## src/rtl/vga_pkg.sv

```systemverilog
// Shared screen geometry defaults, FSM state encoding and pipeline tag layout
// for the pixel plot stage.
package vga_pkg;

  localparam int SCREEN_W_DEF = 160;
  localparam int SCREEN_H_DEF = 120;
  localparam int ADDR_W_DEF   = 15;
  localparam int COLOUR_W_DEF = 3;

  localparam int PIX_X_W      = 8;
  localparam int PIX_Y_W      = 7;
  localparam int PLOT_CNT_W   = 15;

  typedef enum logic [1:0] {
    ST_IDLE  = 2'd0,
    ST_RUN   = 2'd1,
    ST_DRAIN = 2'd2,
    ST_DONE  = 2'd3
  } plot_state_t;

  // valid must stay the MSB: the delay line reports occupancy from the top bit
  typedef struct packed {
    logic               valid;
    logic               in_bounds;
    logic [PIX_X_W-1:0] x;
    logic [PIX_Y_W-1:0] y;
  } plot_tag_t;

  localparam int TAG_W = $bits(plot_tag_t);

endpackage

```

## src/rtl/plot_delay_line.sv

```systemverilog
// Fixed-depth shift register carrying pixel tags alongside the framebuffer read.
// The MSB of each word is a valid flag; occupied_o is set while any stage holds one.
module plot_delay_line #(
  parameter int DEPTH = 1,
  parameter int WIDTH = 1
) (
  input  logic             clk,
  input  logic             resetn,
  input  logic [WIDTH-1:0] d_i,
  output logic [WIDTH-1:0] q_o,
  output logic             occupied_o
);

  logic [WIDTH-1:0] stage_q [DEPTH];

  always_ff @(posedge clk or negedge resetn) begin
    if (!resetn) begin
      for (int i = 0; i < DEPTH; i++) begin
        stage_q[i] <= '0;
      end
    end else begin
      stage_q[0] <= d_i;
      for (int i = 1; i < DEPTH; i++) begin
        stage_q[i] <= stage_q[i-1];
      end
    end
  end

  assign q_o = stage_q[DEPTH-1];

  always_comb begin
    occupied_o = 1'b0;
    for (int i = 0; i < DEPTH; i++) begin
      occupied_o = occupied_o | stage_q[i][WIDTH-1];
    end
  end

endmodule

```

## src/rtl/pixel_plot_stage.sv

```systemverilog
// Framebuffer-to-VGA plot stage: reads one colour per scanned pixel and emits a
// registered plot strobe. Optional colour keying under PIXEL_PLOT_TRANSPARENT_EN.
//
// state    | meaning
// IDLE     | waiting for start, pipeline empty
// RUN      | accepting scanner pixels
// DRAIN    | last pixel accepted, flushing in-flight reads
// DONE     | one-cycle frame_done pulse
module pixel_plot_stage
  import vga_pkg::*;
#(
  parameter int ADDR_W   = ADDR_W_DEF,
  parameter int COLOUR_W = COLOUR_W_DEF,
  parameter int SCREEN_W = SCREEN_W_DEF,
  parameter int SCREEN_H = SCREEN_H_DEF,
  parameter int MEM_LAT  = 1
) (
  input  logic                  clk,
  input  logic                  resetn,
  input  logic                  start,
  input  logic                  in_valid,
  input  logic [ADDR_W-1:0]     in_addr,
  input  logic [8:0]            in_x,
  input  logic [8:0]            in_y,
  input  logic                  in_last,
  output logic                  in_ready,
  output logic [ADDR_W-1:0]     mem_addr,
  input  logic [COLOUR_W-1:0]   mem_rdata,
`ifdef PIXEL_PLOT_TRANSPARENT_EN
  input  logic [COLOUR_W-1:0]   key_colour,
`endif
  output logic [PIX_X_W-1:0]    vga_x,
  output logic [PIX_Y_W-1:0]    vga_y,
  output logic [COLOUR_W-1:0]   vga_colour,
  output logic                  vga_plot,
  output logic                  busy,
  output logic                  frame_done,
  output logic [PLOT_CNT_W-1:0] plot_count
);

  localparam logic [8:0]            X_LIM   = 9'(SCREEN_W);
  localparam logic [8:0]            Y_LIM   = 9'(SCREEN_H);
  localparam logic [PLOT_CNT_W-1:0] CNT_MAX = '1;

  plot_state_t state_q, state_d;

  logic                  accept;
  logic                  pipe_occupied;
  logic                  plot_d;
  plot_tag_t             tag_in, tag_out;
  logic [TAG_W-1:0]      tag_out_bits;

  logic                  vga_plot_q;
  logic [PIX_X_W-1:0]    vga_x_q, vga_x_d;
  logic [PIX_Y_W-1:0]    vga_y_q, vga_y_d;
  logic [COLOUR_W-1:0]   vga_colour_q, vga_colour_d;
  logic [PLOT_CNT_W-1:0] cnt_q, cnt_d;

  assign accept   = in_valid && (state_q == ST_RUN);
  assign mem_addr = in_addr;

  always_comb begin
    tag_in.valid     = accept;
    tag_in.in_bounds = (in_x < X_LIM) && (in_y < Y_LIM);
    tag_in.x         = in_x[PIX_X_W-1:0];
    tag_in.y         = in_y[PIX_Y_W-1:0];
  end

  plot_delay_line #(
    .DEPTH (MEM_LAT),
    .WIDTH (TAG_W)
  ) u_delay (
    .clk        (clk),
    .resetn     (resetn),
    .d_i        (tag_in),
    .q_o        (tag_out_bits),
    .occupied_o (pipe_occupied)
  );

  assign tag_out = plot_tag_t'(tag_out_bits);

  // The tail of the delay line lines up with mem_rdata for the same pixel.
`ifdef PIXEL_PLOT_TRANSPARENT_EN
  assign plot_d = tag_out.valid && tag_out.in_bounds && (mem_rdata != key_colour);
`else
  assign plot_d = tag_out.valid && tag_out.in_bounds;
`endif

  always_comb begin
    state_d = state_q;
    case (state_q)
      ST_IDLE:  if (start) state_d = ST_RUN;
      ST_RUN:   if (accept && in_last) state_d = ST_DRAIN;
      ST_DRAIN: if (!pipe_occupied) state_d = ST_DONE;
      ST_DONE:  state_d = ST_IDLE;
      default:  state_d = ST_IDLE;
    endcase
  end

  always_comb begin
    vga_x_d      = vga_x_q;
    vga_y_d      = vga_y_q;
    vga_colour_d = vga_colour_q;
    cnt_d        = cnt_q;
    if (plot_d) begin
      vga_x_d      = tag_out.x;
      vga_y_d      = tag_out.y;
      vga_colour_d = mem_rdata;
    end
    if ((state_q == ST_IDLE) && start) begin
      cnt_d = '0;
    end else if (plot_d && (cnt_q != CNT_MAX)) begin
      cnt_d = cnt_q + 1'b1;
    end
  end

  always_ff @(posedge clk or negedge resetn) begin
    if (!resetn) begin
      state_q      <= ST_IDLE;
      vga_plot_q   <= 1'b0;
      vga_x_q      <= '0;
      vga_y_q      <= '0;
      vga_colour_q <= '0;
      cnt_q        <= '0;
    end else begin
      state_q      <= state_d;
      vga_plot_q   <= plot_d;
      vga_x_q      <= vga_x_d;
      vga_y_q      <= vga_y_d;
      vga_colour_q <= vga_colour_d;
      cnt_q        <= cnt_d;
    end
  end

  assign in_ready   = (state_q == ST_RUN);
  assign busy       = (state_q != ST_IDLE);
  assign frame_done = (state_q == ST_DONE);
  assign vga_plot   = vga_plot_q;
  assign vga_x      = vga_x_q;
  assign vga_y      = vga_y_q;
  assign vga_colour = vga_colour_q;
  assign plot_count = cnt_q;

endmodule

```

## config.mk

```make
export PLATFORM = sky130hd
export DESIGN_NAME = pixel_plot_stage
export DESIGN_NICKNAME = d
export VERILOG_FILES = /design/src/rtl/vga_pkg.sv /design/src/rtl/plot_delay_line.sv /design/src/rtl/pixel_plot_stage.sv
export SDC_FILE = /design/constraint.sdc
export NUM_CORES = 1
export LEC_CHECK = 0
export CAP_MARGIN = 20
export CORE_MARGIN = 4
export CORE_UTILIZATION = 39
export CTS_CLUSTER_DIAMETER = 30
export DETAILED_ROUTE_END_ITERATION = 7
export GPL_ROUTABILITY_DRIVEN = 0
export PLACE_DENSITY = 0.83
export SKIP_CTS_REPAIR_TIMING = 1
export SYNTH_ARGS = -nofsm -noshare
export SYNTH_HDL_FRONTEND = slang
export SYNTH_HIERARCHICAL = 1
export SYNTH_SLANG_ARGS = --single-unit
```

## constraint.sdc

```tcl
create_clock -name clk -period 1.66 [get_ports clk]
set_input_delay 0.332 -clock clk [delete_from_list [all_inputs] [get_ports clk]]
set_output_delay 0.332 -clock clk [all_outputs]
set_load 0.005 [all_outputs]
```

==> results of run 1 <==
[cells in the mapped netlist (2+ instances only)]
library cell	number
or4_1	3
clkbuf_1	3
mux2i_1	2
mux2_2	18
ha_1	5
inv_1	7
nand4_1	8
nor3_1	3
o21ai_0	5
nor2_1	7
nand3_1	4
buf_4	16
dfrtp_1	53
o31ai_1	3
a31oi_1	2
a21oi_1	6
or3_1	2
nor4_1	6
nand2_1	13
[worst max path at each step]
stage | cells after the start | from | to
2_1_floorplan | 4 | plot_count[3] | plot_count[9]
3_3_place_gp | 5 | plot_count[1] | plot_count[3]
3_5_place_dp | 5 | plot_count[1] | plot_count[12]
4_1_cts | 4 | state_q[0] | busy
5_1_grt | 7 | plot_count[5] | plot_count[5]
6_report | 7 | plot_count[5] | plot_count[5]
[layer usage]
layer  vias to the layer above  part of all wire (%)  global-route usage [%]
li1                        814                     -                       -
met5                         -                     0                       0
met4                         0                   1.4                    5.47
met1                       874                    40                    16.6
met3                         7                   7.9                    5.59
met2                        66                    50                    22.2
[placed cells by master, fill, tap and decap left out, types with 4 or more instances in the layout]
| cell | instances |
|---|---|
| mux2_2 | 18 |
| nand2_1 | 13 |
| ha_1 | 4 |
| dfrtp_1 | 47 |
| buf_4 | 21 |
| nor4_1 | 5 |
| nor2_1 | 7 |
| o21ai_0 | 5 |
| inv_1 | 7 |
| dlymetal6s2s_1 | 12 |
| nand3_1 | 4 |
| nand4_1 | 8 |
| buf_6 | 4 |
| clkdlybuf4s50_1 | 49 |
| clkbuf_8 | 5 |
| dfrtp_2 | 6 |
[layout make-up]
cell class | instances | area share [%]
well taps | 72 | 2.75
inverters | 7 | 0.803
clock buffers | 5 | 2.10
flip-flops and latches | 53 | 40.8
clock inverters | 3 | 0.803
multi-input cells | 106 | 25.6
repair buffers | 89 | 27.2
[metrics by stage]
step / instances / worst slack (ns) / TNS [ns] / util, %
after global routing: 335 / -0.0353 / -0.129 / 58.7
after global placement: 321 / 0.0945 / 0 / 54.2
after detailed placement: 321 / -0.0110 / -0.0200 / 54.2
after floorplan: 185 / 0.0681 / 0 / -
final: 335 / 0.0429 / 0 / 58.7
after CTS: 329 / -0.253 / -0.962 / 55.9
[power breakdown]
| part | internal (mW) | total [mW] | switching, mW | leakage, nW |
|---|---|---|---|---|
| combinational | 0.762 | 1.16 | 0.397 | 0.882 |
| sequential | 1.56 | 1.70 | 0.143 | 0.676 |
| clock | 0.308 | 0.747 | 0.439 | 0.0487 |
[flip-flops by register name, indices dropped and copies added, names as in the netlist]
| signal | count |
|---|---|
| vga_plot | 1 |
| vga_x | 8 |
| plot_count | 15 |
| state_q | 2 |
| u_delay/q_o | 17 |
| vga_colour | 3 |
| vga_y | 7 |
[logic make-up (layout without fill, tap and decap cells)]
logic type | count (synthesis) | after routing | synth area share [%]
AND/OR/NAND/NOR | 54 | 54 | 13.9
adder cells (fa/ha/maj) | 5 | 5 | 2.75
multiplexers | 20 | 20 | 9.79
AO/OA/AOI/OAI | 27 | 27 | 8.36
flip-flops | 53 | 53 | 58.3
buffers and inverters | 26 | 104 | 6.93
==> summary.txt, run 1 <==
STA
  – Fin crit period: approximately 1.6 ns
  – Final period util: 97.4%
  – Slew Viols, Final: 0
  – Slew @ Worst Pin: 0.510 ns
  – Rel. slew slack: between 60 and 70%
  – Final setup violation count: 0
  – Clk_skew: 0.0116 ns
  – Fmax: 618 MHz
  – Worst hold slack: -0.0184 ns
  – Final hold vios: 21
  – RSZ-0062 raised after global routing: true

GRT
  – Grt ovf: 0
  – Initial antenna violation count: 0
  – Largest net degree at the start of global routing: 33
  – GRT Total Usage: approximately 14%
  – Vias in the first global route: 1,726
  – Global-route wire length before repair: 7940 µm

Detailed routing
  – Drt drc: 0
  – WL final: 5090 µm
  – Iter 0 DRT Violations: 54
  – Avg WL per Cell: 15.2 µm
  – Via density: ~5.3
  – ANT nets after route: 0
  – Vias: 1,761
  – First drt pass iteration count: 4

Die
  – Placement row count: 27
  – Die Width: approximately 84 µm
  – Die footprint: 7120 µm²
  – Starting Density: between 40 and 50%
  – I/O pin count: between 90 and 100
  – Die extent in y: 84.4 µm
  – Placeable Area: 5570 µm²

Critical path
  – Reg2reg end: plot_count[5]
  – Critical Path End Type: flop
  – Cells on worst reg2reg path: 7
  – Critical path's slowest cell: dfrtp_1
  – Critical path, cell by cell: buf_6 -> buf_12 -> nand4_1 -> nor4_4 -> buf_4 -> or4_4 -> a21oi_2
  – Crit-path max cell delay: 0.43 ns
  – Crit path kind: flop to flop
  – Required @ worst endpoint: roughly 1.9 ns
  – Worst EP arrival: between 1.5 and 2 ns
  – Crit start category: flop
  – Critical R2R Launch: plot_count[5]
  – Slack of the worst reg-to-reg path: about 0.043 ns
  – Crit path buffers/inverters: 3
  – CP max FO: 5
  – Kind of cell adding the most delay to the critical path: simple AND/OR/NAND/NOR gates

Clock tree
  – CTS Buf Count: 5
  – Longest Clk Path Bufs: 2
  – H-tree depth: 2
  – Skew-Pair Late Insertion Delay: about 0.31 ns
  – Root buffer cell: clkbuf_8
  – CTS sink cnt: 53
  – TritonCTS clock tree: done
  – Clk pin slew, worst setup/hold paths: 0.10 ns

Pwr
  – Total power: approximately 3.6 mW
  – Worst vdd ir: 727 µV
  – Static Leak: about 1.6 nW
  – PwrDens: 1100 nW/µm²

Synthesis
  – Ys async rst share: 100%
  – Sequential cell area fraction in the yosys report: 58.3%
  – Synth unique cells: 38
  – Post-synth top area share: 58.3%
  – Mapped Area: 2270 µm²
  – Synth Instances: 185
  – Top FF cell, synth: dfrtp_1
  – Cell taking the most area after synthesis: dfrtp_1
  – Seq cells post-synth: 53
  – YS warnings: 6
  – Syn_nets: 231
  – Synth area leaders: dfrtp_1 (58%), mux2_2 (8.9%), buf_4 (5.3%)
  – Number of synthesized flops with an enable pin: 0
  – Mean Syn Cell Area: between 10 and 15 µm²

Final layout
  – Final Cell Area: 3270 µm²
  – Layout area overhead: 43.8%
  – Final antenna diode count: 0
  – Layout Nets: 308
  – Share of cells above drive strength 1: 27.4%
  – Footprint of the multi-input gates: 837 µm²
  – FF/Latch Area: 1330 µm²
  – Fillers: between 400 and 500

Outcome
  – Status: finished with violations
  – Failing checks: hold timing

Run
  – Max cap viols: 0

Placement
  – I/O Buffers: 62
  – Post-DP HPWL: 3650 µm
  – Area post-placement: 3020 µm²

Min path
  – Hold WC Path Type: input port to asynchronous set/reset pin
Power figures use the tool's default switching activity.
==> run 2, diff against run 1 <==
--- a/config.mk
+++ b/config.mk
@@ -6,14 +6,15 @@
 export NUM_CORES = 1
 export LEC_CHECK = 0
 export CAP_MARGIN = 20
+export CELL_PAD_IN_SITES_DETAIL_PLACEMENT = 0
+export CELL_PAD_IN_SITES_GLOBAL_PLACEMENT = 2
 export CORE_MARGIN = 4
-export CORE_UTILIZATION = 39
+export CORE_UTILIZATION = 26
 export CTS_CLUSTER_DIAMETER = 30
 export DETAILED_ROUTE_END_ITERATION = 7
 export GPL_ROUTABILITY_DRIVEN = 0
-export PLACE_DENSITY = 0.83
+export PLACE_DENSITY = 0.84
 export SKIP_CTS_REPAIR_TIMING = 1
 export SYNTH_ARGS = -nofsm -noshare
 export SYNTH_HDL_FRONTEND = slang
-export SYNTH_HIERARCHICAL = 1
 export SYNTH_SLANG_ARGS = --single-unit
==> constraint.sdc (replaced) <==
create_clock -name clk -period 1.7 [get_ports clk]
set_input_delay 0.34 -clock clk [delete_from_list [all_inputs] [get_ports clk]]
set_output_delay 0.34 -clock clk [all_outputs]
set_load 0.005 [all_outputs]
==> summary.txt, run 2 <==
Critical path
  – Crit start category: flop
  – CP max FO: 8
  – Crit-path max cell delay: 0.55 ns
  – Worst EP arrival: about 1.3 ns
  – Critical path's slowest cell: clkdlybuf4s50_1
  – Required @ worst endpoint: around 1.4 ns
  – Kind of cell adding the most delay to the critical path: buffers and inverters
  – Critical Path End Type: output pin
  – Critical path, cell by cell: clkdlybuf4s50_1
  – Crit path buffers/inverters: 1
  – Levels on crit path: 1
  – Crit path kind: flop to output pin
  – Cells on worst reg2reg path: 7

Final layout
  – Commonest non-fill, non-tap cell in the layout: clkdlybuf4s50_1
  – Footprint of the multi-input gates: just under 800 µm²
  – FF/Latch Area: 1330 µm²
  – Max reg flops: 17
  – Share of cells above drive strength 1: 24.0%
  – Most frequent cells in the layout: clkdlybuf4s50_1 (56), dfrtp_1 (51), mux2_2 (18), buf_4 (17), nand2_1 (10)
  – Final antenna diode count: 0
  – Layout area overhead: 42.4%
  – Layout Nets: 299
  – Fillers: between 800 and 900

Synthesis
  – Synth Area in Compound Gates: 9.73%
  – Seq cells post-synth: 53
  – Mapped Area: 2250 µm²
  – Top cells by count, synth: dfrtp_1 (53), mux2_2 (18), buf_4 (15), nand2_1 (10)
  – Synth unique cells: 36
  – Largest family of logic cells by synthesized area: simple AND/OR/NAND/NOR gates
  – Sequential cell area fraction in the yosys report: 58.9%
  – Ys async rst share: 100%
  – Syn_nets: 226
  – Synth Area in Simple Gates: 13.0%
  – Post-synth top area share: 58.9%
  – YS warnings: 0
  – Top FF cell, synth: dfrtp_1
  – Cell taking the most area after synthesis: dfrtp_1
  – Number of synthesized flops with an enable pin: 0
  – Mean Syn Cell Area: 12.5 µm²
  – Synth area leaders: dfrtp_1 (59%), mux2_2 (9.0%), buf_4 (5.0%)
  – Count leader, synth: dfrtp_1
  – Post-synthesis xor/xnor area fraction: 0%
  – Synth Instances: 180
  – Post-Synth Adder-Cell Area: 2.78%
  – Mux contribution to synthesized area: 9.01%

Placement
  – I/O Buffers: 62
  – Post-DP HPWL: 3700 µm
  – Setup WS pre-CTS: 0.0716 ns

Detailed routing
  – Avg WL per Cell: 14.1 µm
  – WL final: 5070 µm
  – Vias: 1,681
  – Via density: 4.68
  – Iter 0 DRT Violations: 30
  – Drt drc: 0
  – First drt pass iteration count: 4
  – ANT nets after route: 0

STA
  – Clk_skew: 0.0102 ns
  – Fmax: 605 MHz
  – Final setup margin: ~0.048 ns
  – Final period util: 97.2%
  – Slew Viols, Final: 0
  – Worst hold slack: -0.00620 ns
  – Final hold vios: 4
  – Rel. slew slack: about three quarters
  – Final setup violation count: 0
  – Sum of negative setup slack: 0 ns
  – Slew @ Worst Pin: 0.384 ns
  – Fin crit period: 1.65 ns

Die
  – Die extent in y: 101 µm
  – Placement row count: 33
  – I/O pin count: 93
  – Placeable Area: 8300 µm²
  – Die footprint: 10,200 µm²
  – Die Width: 101 µm
  – Starting Density: 27.1%

GRT
  – Largest net degree at the start of global routing: 54
  – Global-route wire length before repair: 8170 µm
  – Initial antenna violation count: 0
  – Grt ovf: 0
  – Vias in the first global route: approximately 1.7k
  – GRT Total Usage: 10.2%

Clock tree
  – Root buffer cell: clkbuf_8
  – Longest Clk Path Bufs: 2
  – H-tree depth: 2
  – CTS sink cnt: 53
  – TritonCTS clock tree: done
  – Skew-Pair Late Insertion Delay: 0.32 ns
  – Clk pin slew, worst setup/hold paths: 0.11 ns
  – CTS Buf Count: 5

Pwr
  – Worst vdd ir: ~480 µV
  – Static Leak: 1.43 nW
  – PwrDens: 1130 nW/µm²

Run
  – Max cap viols: 0

Outcome
  – Status: finished with violations
  – Failing checks: hold timing

Min path
  – Hold WC Path Type: input port to asynchronous set/reset pin
==> run 2: report_power, final <==
group | total, mW | switching, mW | internal [mW] | leakage [nW]
Sequential | 1.66 | 0.136 | 1.52 | 0.682
Combinational | 1.17 | 0.404 | 0.771 | 0.701
Clock | 0.792 | 0.453 | 0.339 | 0.0518
==> run 2: path summary, 6_finish.rpt <==
path	slack (ns)	endpoint	from
worst max register to register	0.09	plot_count[5]	plot_count[0]
worst min register to register	0.48	vga_x[7]	u_delay.q_o[14]
max in group asynchronous	1.43	plot_count[10]	resetn
worst max-delay path	0.05	plot_count[2]	plot_count[2]
worst min-delay path	-0.006	plot_count[7]	resetn
min in group clk	0.45	u_delay.q_o[7]	in_x[0]
==> run 2: metrics by stage <==
step	instance area (µm²)	utilization, %	cells	total power, mW	hold WS, ns
after CTS	3120	37.6	352	3.64	0.00664
after global routing	3210	38.6	359	3.86	0.0336
final	3210	38.6	359	3.62	-0.00620
after detailed placement	3020	36.4	344	2.83	0.360
after global placement	3020	36.4	344	2.81	0.355
after floorplan	2250	-	180	2.11	0.0444
==> run 2: area by class of cell <==
class | count | area share [%]
Sequential cell | 53 | 41.5
Inverter | 7 | 0.820
Clock inverter | 2 | 0.546
Clock buffer | 6 | 2.58
Multi-Input combinational cell | 103 | 24.7
Timing Repair Buffer | 83 | 25.8
Tap cell | 105 | 4.10
==> run 2: metal layers <==
metal	vias to the layer above	GRT usage, %	wire [µm]
met1	829	12.7	2180
met3	9	3.60	434
met2	51	16.3	2390
met5	-	0	0
met4	0	3.48	68
li1	792	-	-
==> run 2: kinds of logic (layout without fill, tap and decap cells) <==
family                     count (synthesis)  in the layout
adders and majority gates                  5              5
AOI/OAI and AO/OA                         33             33
and+or+nand+nor                           47             47
DFF                                       53             53
muxes                                     18             18
buffers and inverters                     24             98
==> run 3, diff against run 2 <==
--- a/config.mk
+++ b/config.mk
@@ -11,6 +11,7 @@
 export CORE_MARGIN = 4
 export CORE_UTILIZATION = 26
 export CTS_CLUSTER_DIAMETER = 30
+export CTS_CLUSTER_SIZE = 25
 export DETAILED_ROUTE_END_ITERATION = 7
 export GPL_ROUTABILITY_DRIVEN = 0
 export PLACE_DENSITY = 0.84
==> results of run 3 <==
Same layout as run 2: the final DEF is identical, and so are final timing and power.
